File: config.mk
export PLATFORM = sky130hd
export DESIGN_NAME = if_id_skid_stage
export DESIGN_NICKNAME = d
export VERILOG_FILES = /design/src/rtl/if_id_skid_stage.sv
export SDC_FILE = /design/constraint.sdc
export NUM_CORES = 1
export LEC_CHECK = 0
export ABC_AREA = 1
export BUFFER_PORTS_ARGS = -buffer_cell sky130_fd_sc_hd__buf_2
export CAP_MARGIN = 20
export CORE_UTILIZATION = 56
export CTS_BUF_LIST = sky130_fd_sc_hd__clkbuf_8
export DETAILED_ROUTE_END_ITERATION = 8
export MAX_ROUTING_LAYER = met4
export PLACE_DENSITY_LB_ADDON = 0.1
export SETUP_SLACK_MARGIN = 0.5
export SYNTH_ARGS = -nofsm -noshare
export SYNTH_HDL_FRONTEND = slang
export SYNTH_SLANG_ARGS = --single-unit
File: constraint.sdc
create_clock -name clk -period 6.6 [get_ports clk]
set_clock_uncertainty 0.2 [all_clocks]
set_input_delay 0 -clock clk [delete_from_list [all_inputs] [get_ports clk]]
set_output_delay 0 -clock clk [all_outputs]
set_load 0.01 [all_outputs]
File: src/rtl/if_id_skid_stage.sv
// rtl/if_id_skid_stage.sv - IF/ID pipeline stage with valid/ready handshake and 2-entry skid buffer
//
// Carries a fetch bundle {pc, LANES instructions, lane mask} from fetch to decode.
// The main entry drives the outputs; the skid entry absorbs one extra bundle so that
// in_ready can come straight from a flop instead of depending on out_ready.
//
// Ports:
//   clk, reset        rising-edge clock, asynchronous active-high reset
//   flush             synchronous kill of all held bundles
//   in_valid/in_ready fetch-side handshake (in_ready registered)
//   in_pc/in_instr/in_lane_mask   incoming bundle payload (lane 0 in LSBs)
//   out_valid/out_ready           decode-side handshake
//   out_pc/out_instr/out_lane_mask held bundle payload (NOP payload when invalid)
//   stall_cycles      saturating count of cycles with out_valid & !out_ready
module if_id_skid_stage #(
    parameter int          XLEN      = 64,
    parameter int          ILEN      = 32,
    parameter int          LANES     = 1,
    parameter logic [ILEN-1:0] NOP_INSTR = 32'h00000013,
    parameter int          CNT_W     = 16
) (
    input  logic                  clk,
    input  logic                  reset,
    input  logic                  flush,
    input  logic                  in_valid,
    output logic                  in_ready,
    input  logic [XLEN-1:0]       in_pc,
    input  logic [LANES*ILEN-1:0] in_instr,
    input  logic [LANES-1:0]      in_lane_mask,
    output logic                  out_valid,
    input  logic                  out_ready,
    output logic [XLEN-1:0]       out_pc,
    output logic [LANES*ILEN-1:0] out_instr,
    output logic [LANES-1:0]      out_lane_mask,
    output logic [CNT_W-1:0]      stall_cycles
);

    localparam logic [LANES*ILEN-1:0] NOP_BUNDLE = {LANES{NOP_INSTR}};
    localparam logic [CNT_W-1:0]      CNT_MAX    = {CNT_W{1'b1}};

    logic                  main_valid;
    logic [XLEN-1:0]       main_pc;
    logic [LANES*ILEN-1:0] main_instr;
    logic [LANES-1:0]      main_mask;

    logic                  skid_valid;
    logic [XLEN-1:0]       skid_pc;
    logic [LANES*ILEN-1:0] skid_instr;
    logic [LANES-1:0]      skid_mask;

    logic [CNT_W-1:0]      stall_q;

    logic accept;
    logic consume;

    // in_ready is the registered complement of skid_valid, so no input or
    // out_ready can reach it combinationally.
    assign in_ready = ~skid_valid;
    assign accept   = in_valid & in_ready;
    assign consume  = main_valid & out_ready;

    assign out_valid     = main_valid;
    assign out_pc        = main_pc;
    assign out_instr     = main_instr;
    assign out_lane_mask = main_mask;
    assign stall_cycles  = stall_q;

    always_ff @(posedge clk or posedge reset) begin
        if (reset) begin
            main_valid <= 1'b0;
            main_pc    <= '0;
            main_instr <= NOP_BUNDLE;
            main_mask  <= '0;
            skid_valid <= 1'b0;
            skid_pc    <= '0;
            skid_instr <= NOP_BUNDLE;
            skid_mask  <= '0;
        end else if (flush) begin
            // Accepts in this cycle are dropped; a consume is still taken by decode.
            main_valid <= 1'b0;
            main_pc    <= '0;
            main_instr <= NOP_BUNDLE;
            main_mask  <= '0;
            skid_valid <= 1'b0;
            skid_pc    <= '0;
            skid_instr <= NOP_BUNDLE;
            skid_mask  <= '0;
        end else if (!main_valid) begin
            // EMPTY: a new bundle goes straight to main.
            if (accept) begin
                main_valid <= 1'b1;
                main_pc    <= in_pc;
                main_instr <= in_instr;
                main_mask  <= in_lane_mask;
            end
        end else if (!skid_valid) begin
            // ONE
            if (consume) begin
                if (accept) begin
                    main_pc    <= in_pc;
                    main_instr <= in_instr;
                    main_mask  <= in_lane_mask;
                end else begin
                    main_valid <= 1'b0;
                    main_pc    <= '0;
                    main_instr <= NOP_BUNDLE;
                    main_mask  <= '0;
                end
            end else if (accept) begin
                skid_valid <= 1'b1;
                skid_pc    <= in_pc;
                skid_instr <= in_instr;
                skid_mask  <= in_lane_mask;
            end
        end else begin
            // FULL: in_ready is low, so only a consume can move things.
            if (consume) begin
                main_pc    <= skid_pc;
                main_instr <= skid_instr;
                main_mask  <= skid_mask;
                skid_valid <= 1'b0;
                skid_pc    <= '0;
                skid_instr <= NOP_BUNDLE;
                skid_mask  <= '0;
            end
        end
    end

    // Stall counter is independent of flush; only reset clears it.
    always_ff @(posedge clk or posedge reset) begin
        if (reset) begin
            stall_q <= '0;
        end else if (main_valid && !out_ready && (stall_q != CNT_MAX)) begin
            stall_q <= stall_q + 1'b1;
        end
    end

endmodule

======== Word level (Yosys, flattened, before mapping) ========
Cells that the tools add are included.
storage, ports and cells
  register bits after elaboration ......... 212
  bits in latches ......................... 0
  memory bits (writable) .................. 0
  ROM bits ................................ 0
  input bits .............................. 102
  output and inout port bits .............. 115
  word-level logic and storage cells ...... 71
  memories kept ........................... 0
operators by class
  add/sub/neg operators ................... 1
  multiply operators ...................... 0
  divide/modulo/power cells ............... 0
  magnitude comparators ................... 0
  equal/unequal tests ..................... 4
  shifts and indexed selects .............. 0
  muxes and demuxes ....................... 46
  bitwise gates (word level) .............. 3
  reductions and logical operators ........ 8
operators by type and width
  operator                                                                  number
  64-bit two-way mux                                                        12
  32-bit two-way mux                                                        12
  1-bit two-way mux                                                         22
  16-bit by 1-bit adder with 16-bit output (second input constant)          1
  16-bit inequality test (second input constant)                            1
  3-bit by 2-bit inequality test with 1-bit output (second input constant)  2
  3-bit nonzero test                                                        2
  4-bit AND reduction                                                       1
  3-bit inequality test (second input constant)                             1
  1-bit bitwise AND                                                         2
  1-bit logical AND                                                         2
  2-bit AND reduction                                                       1
  2-bit nonzero test                                                        1
  1-bit logical NOT                                                         1
  1-bit NOT                                                                 1

======== Logic depth before layout (Yosys ltp) ========
  depth after elaboration ................. 7
  depth in mapped cells ................... 9
  depth with buffers taken out ............ 8

======== Least setup slack after synthesis ========
No wires, ideal clock.
  path type ............................... register -> register
  start point ............................. register stall_q[0], in the netlist stall_cycles[0]
  end point ............................... register stall_q[0], in the netlist stall_cycles[0]
  setup time .............................. 0.065 ns
  arrival ................................. 1.514 ns
  required time ........................... 6.335 ns
  slack ................................... 4.821 ns
  stages on the path, launching flop included .. 10
  path buffers ............................ 1
  period minus slack after synthesis ...... 1.779 ns
  path through ............................ dfrtp_1 > ha_1 > nand3_1 > clkinv_1 > nand2_1 > nor2_1 > nor2_2 > buf_2 > nand2_1 > nand2_1
between the ends
  cells in the longest elaborated chain, start to end .. 2
  elaborated cells between the ends (all ways) .. 3
  those cells by class .................... add/sub: 1; eq/ne: 1; reduce/logical: 1
ends and longest elaborated chain
  item                                                                              RTL line  text
  start, declared                                                                   51        logic [CNT_W-1:0] stall_q;
  start signal, assigned                                                            134       stall_q <= stall_q + 1'b1;
  branches (longest 2 deep; another with 16-bit by 1-bit adder with 16-bit output)  --
Parallel ways; which one is timed is not known.
A chain may end at the register's enable or synchronous reset.

======== Worst setup path after layout ========
  start point ............................. register main_valid, in the netlist out_valid
  end point ............................... register skid_pc[63]
between the ends
  cells in the longest elaborated chain, start to end .. 3
  elaborated cells between the ends (all ways) .. 5
  those cells by class .................... eq/ne: 2; bitwise: 1; reduce/logical: 2
ends and longest elaborated chain
  item                                                                                                 RTL line  text
  start, declared                                                                                      41        logic main_valid;
  start signal, assigned                                                                               70        main_valid <= 1'b0;
  start signal, assigned                                                                               80        main_valid <= 1'b0;
  start signal, assigned                                                                               91        main_valid <= 1'b1;
  1-bit bitwise AND                                                                                    60        assign consume = main_valid & out_ready;
  3-bit by 2-bit inequality test with 1-bit output (no line) or 3-bit inequality test (tied branches)  --
  4-bit AND reduction (no line) (*)                                                                    --
  end signal, assigned                                                                                 111       skid_pc <= in_pc;
  end, declared                                                                                        47        logic [XLEN-1:0] skid_pc;
Every way passes the cells marked *; elsewhere a longest branch is shown, timed or not.

==> metrics.yaml <==
status:
  status: "finished, final reports clean"
drt:
  wl_per_cell_um: 15.4
  dr.pass1.iters: 5
  first_iter_violations: 557
  drtAntennaViolNets: 0
  vias: 8591
  drt-total-wl_mm: 25.3
  avgViaCountPerCell: 5.24
  drc: 0
synthesis:
  syn-num-nets: 1201
  synth_warnings: 0
  muxShareOfSynthArea: 0
  synth-seq-cells: 212
  synth_top_family_by_area: "simple AND/OR/NAND/NOR gates"
  synth.distinct_cells: 29
  yosys.area_share.xor_xnor: 0.00653
  synthAdderAreaFrac: 0.00133
  synthCells: 1098
  yosysSeqAreaShare: 0.566
  synth_area_um2: 9390
  syn_avg_cell_area_um2: 8.55
  synth_compound_area_frac: 0.138
  yosys.area_share.simple: 0.168
clock_tree:
  cts_made_buffers: 36
  cts_sinks: 212
  clkTransAtPathRegs_ns: 0.06
  insertion_delay_ns: 0.51
  cts_htree_levels: 2
  postCtsSetupBuffers: 0
  cts_hold_buf: 104
  post_cts_resized: 0
  cts_buffer_depth: 3
  clock-root-buffer: "clkbuf_8"
  cts_tree: "yes"
timing:
  final_max_slew_viol_count: 0
  fin_crit_ns: 2.66
  rsz0062_at_grt: "false"
  setup_viol: 0
  tns_ns: 0
  hold_violations: 0
  max_freq_ghz: 0.376
  timing.final.crit_share: 0.403
  slew_headroom: 0.352
  max_slew.worst_pin.slew_ns: 0.972
floorplan:
  die_y_um: 131
  dieArea_um2: 17300
  io_pins: 217
  coreArea_um2: 16100
  start_util: 0.582
  row_count: 46
  dieWidth_um: 131
finish:
  area_growth_syn_to_layout_pct: 30.5
  layout_commonest_cell: "nand2_1"
  final_util: 0.760
  drive_gt1_frac: 0.206
  antenna_cells: 0
  nNetsFinal: 1506
  final_cell_mix: "nand2_1 (354), buf_2 (216), inv_1 (214)"
global_route:
  use_met1: 0.407
  grt_pass1_vias: 8552
  grtUsageMet3: 0.0432
  antenna_found_initial: 0
  grt_start_max_net_pins: 145
  met2_usage: 0.474
  busiest_layer: "met2"
  grt_overflow_total: 0
  grt.total_usage: 0.305
  grt_pass1_wl_mm: 41.5
hold_path:
  min_path_type: "input pin to asynchronous set/reset pin"
placement:
  gp_congestion: 0.835
  io_buffers: 216
  hpwl_mm: 13.9
job:
  drv_cap: 0
pwr:
  leakage_nw: 6.67
  p_per_area_nw_per_um2: 243
  vdd_ir_drop_max_v: 0.000169
worst_setup_path:
  rr_endpoint: "skid_pc[63]"
  worstReg2RegStart: "out_valid"
  rrSetupSlack_ns: 3.94
  worst_setup_path_start_kind: "register"
  cp-end-kind: "register"
  crit_path_max_fanout: 71
  ff2ff_path_depth: 8
  critPathKind: "register to register"
  crit_required_ns: 6.83
  arrival_ns: 2.89
## state kept, by name, indices dropped and copies added, names as in the netlist
signal,flops
out_instr,32
out_lane_mask,1
out_pc,64
out_valid,1
skid_instr,32
skid_mask,1
skid_pc,64
skid_valid,1
stall_cycles,16
## power breakdown
group,total (mW),switching (mW),internal [mW]
Sequential,1.44,0.0540,1.39
Clock,1.08,0.508,0.574
Combinational,0.450,0.266,0.184
Total,2.97,0.828,2.14
## through the flow
step / std cells / hold WS, ns / setup WS, ns / power (mW) / area (um^2)
5_1_grt: 1641 / 0.106 / 3.73 / 3.10 / 12300
2_1_floorplan: 1098 / -0.0976 / 0.616 / 1.70 / 9390
6_report: 1641 / 0.0788 / 3.94 / 2.97 / 12300
4_1_cts: 1638 / 0.0481 / 3.67 / 2.98 / 12200
3_5_place_dp: 1474 / 0.0556 / 3.82 / 1.85 / 10500
3_3_place_gp: 1473 / 0.0514 / 3.66 / 1.84 / 10500
## worst max-delay path by stage
stage,slack [ns],to,from,cells after the start
2_1_floorplan,0.62,out_instr[10],reset,1
3_3_place_gp,3.66,out_instr[4],out_valid,7
3_5_place_dp,3.82,out_pc[40],skid_valid,8
4_1_cts,3.67,skid_instr[31],out_valid,7
5_1_grt,3.73,out_instr[4],out_valid,8
6_report,3.94,skid_pc[63],out_valid,8
## synth_stat cells
cell,n,share of area
nand2_1,355,0.14
dfrtp_1,206,0.55
inv_1,201,0.080
o22ai_1,187,0.12
buf_2,27,0.014
nor2_1,24,0.0096
clkbuf_1,15,0.0060
nand3_1,12,0.0064
buf_4,11,0.0088
a21oi_1,6,0.0032
buf_6,6,0.0072
dfstp_2,6,0.017
o21ai_0,6,0.0032
nand4_1,5,0.0033
inv_2,4,0.0016
xnor2_1,4,0.0037
buf_1,3,0.0012
o21ai_2,3,0.0028
o22a_1,3,0.0028
xor2_1,3,0.0028
nand2_2,2,0.0013
nor2_2,2,0.0013
a21oi_2,1,0.00093
a31oi_1,1,0.00067
clkinv_1,1,0.00040
ha_1,1,0.0013
nand3_2,1,0.0011
nand3b_1,1,0.00080
nor2_8,1,0.0021
## worst max-delay path, stage by stage (launching register included)
cell and delay [ns]:
dfrtp_1 0.49, inv_2 0.13, a21oi_2 0.20, nand2_1 0.12, nand2_4 0.32, buf_16 0.35
nand3_1 0.10, dlygate4sd3_1 0.58, o21ai_0 0.09
## routing by layer
layer | vias up | routed length, um
li1 | 4125 | -
met1 | 4064 | 11000
met2 | 350 | 11900
met3 | 52 | 1670
met4 | 0 | 718
met5 | - | 0
## cells by family (layout without fill, tap and decap cells)
kind of cell             after synthesis  after routing
XOR/XNOR                               7              7
flip-flops                           212            212
adder cells (fa/ha/maj)                1              1
AO/OA/AOI/OAI                        207            207
AND/OR/NAND/NOR                      403            403
buffers and inverters                268            595
## area by class of cell
class,count,area [um^2]
Multi-Input combinational cell,618,2980
Fill cell,1191,3860
Inverter,206,782
Sequential cell,212,5310
Clock inverter,18,72.6
Clock buffer,42,578
Timing Repair Buffer,329,2250
Tap cell,216,270
Note: power is estimated with default switching activity, not from simulation.
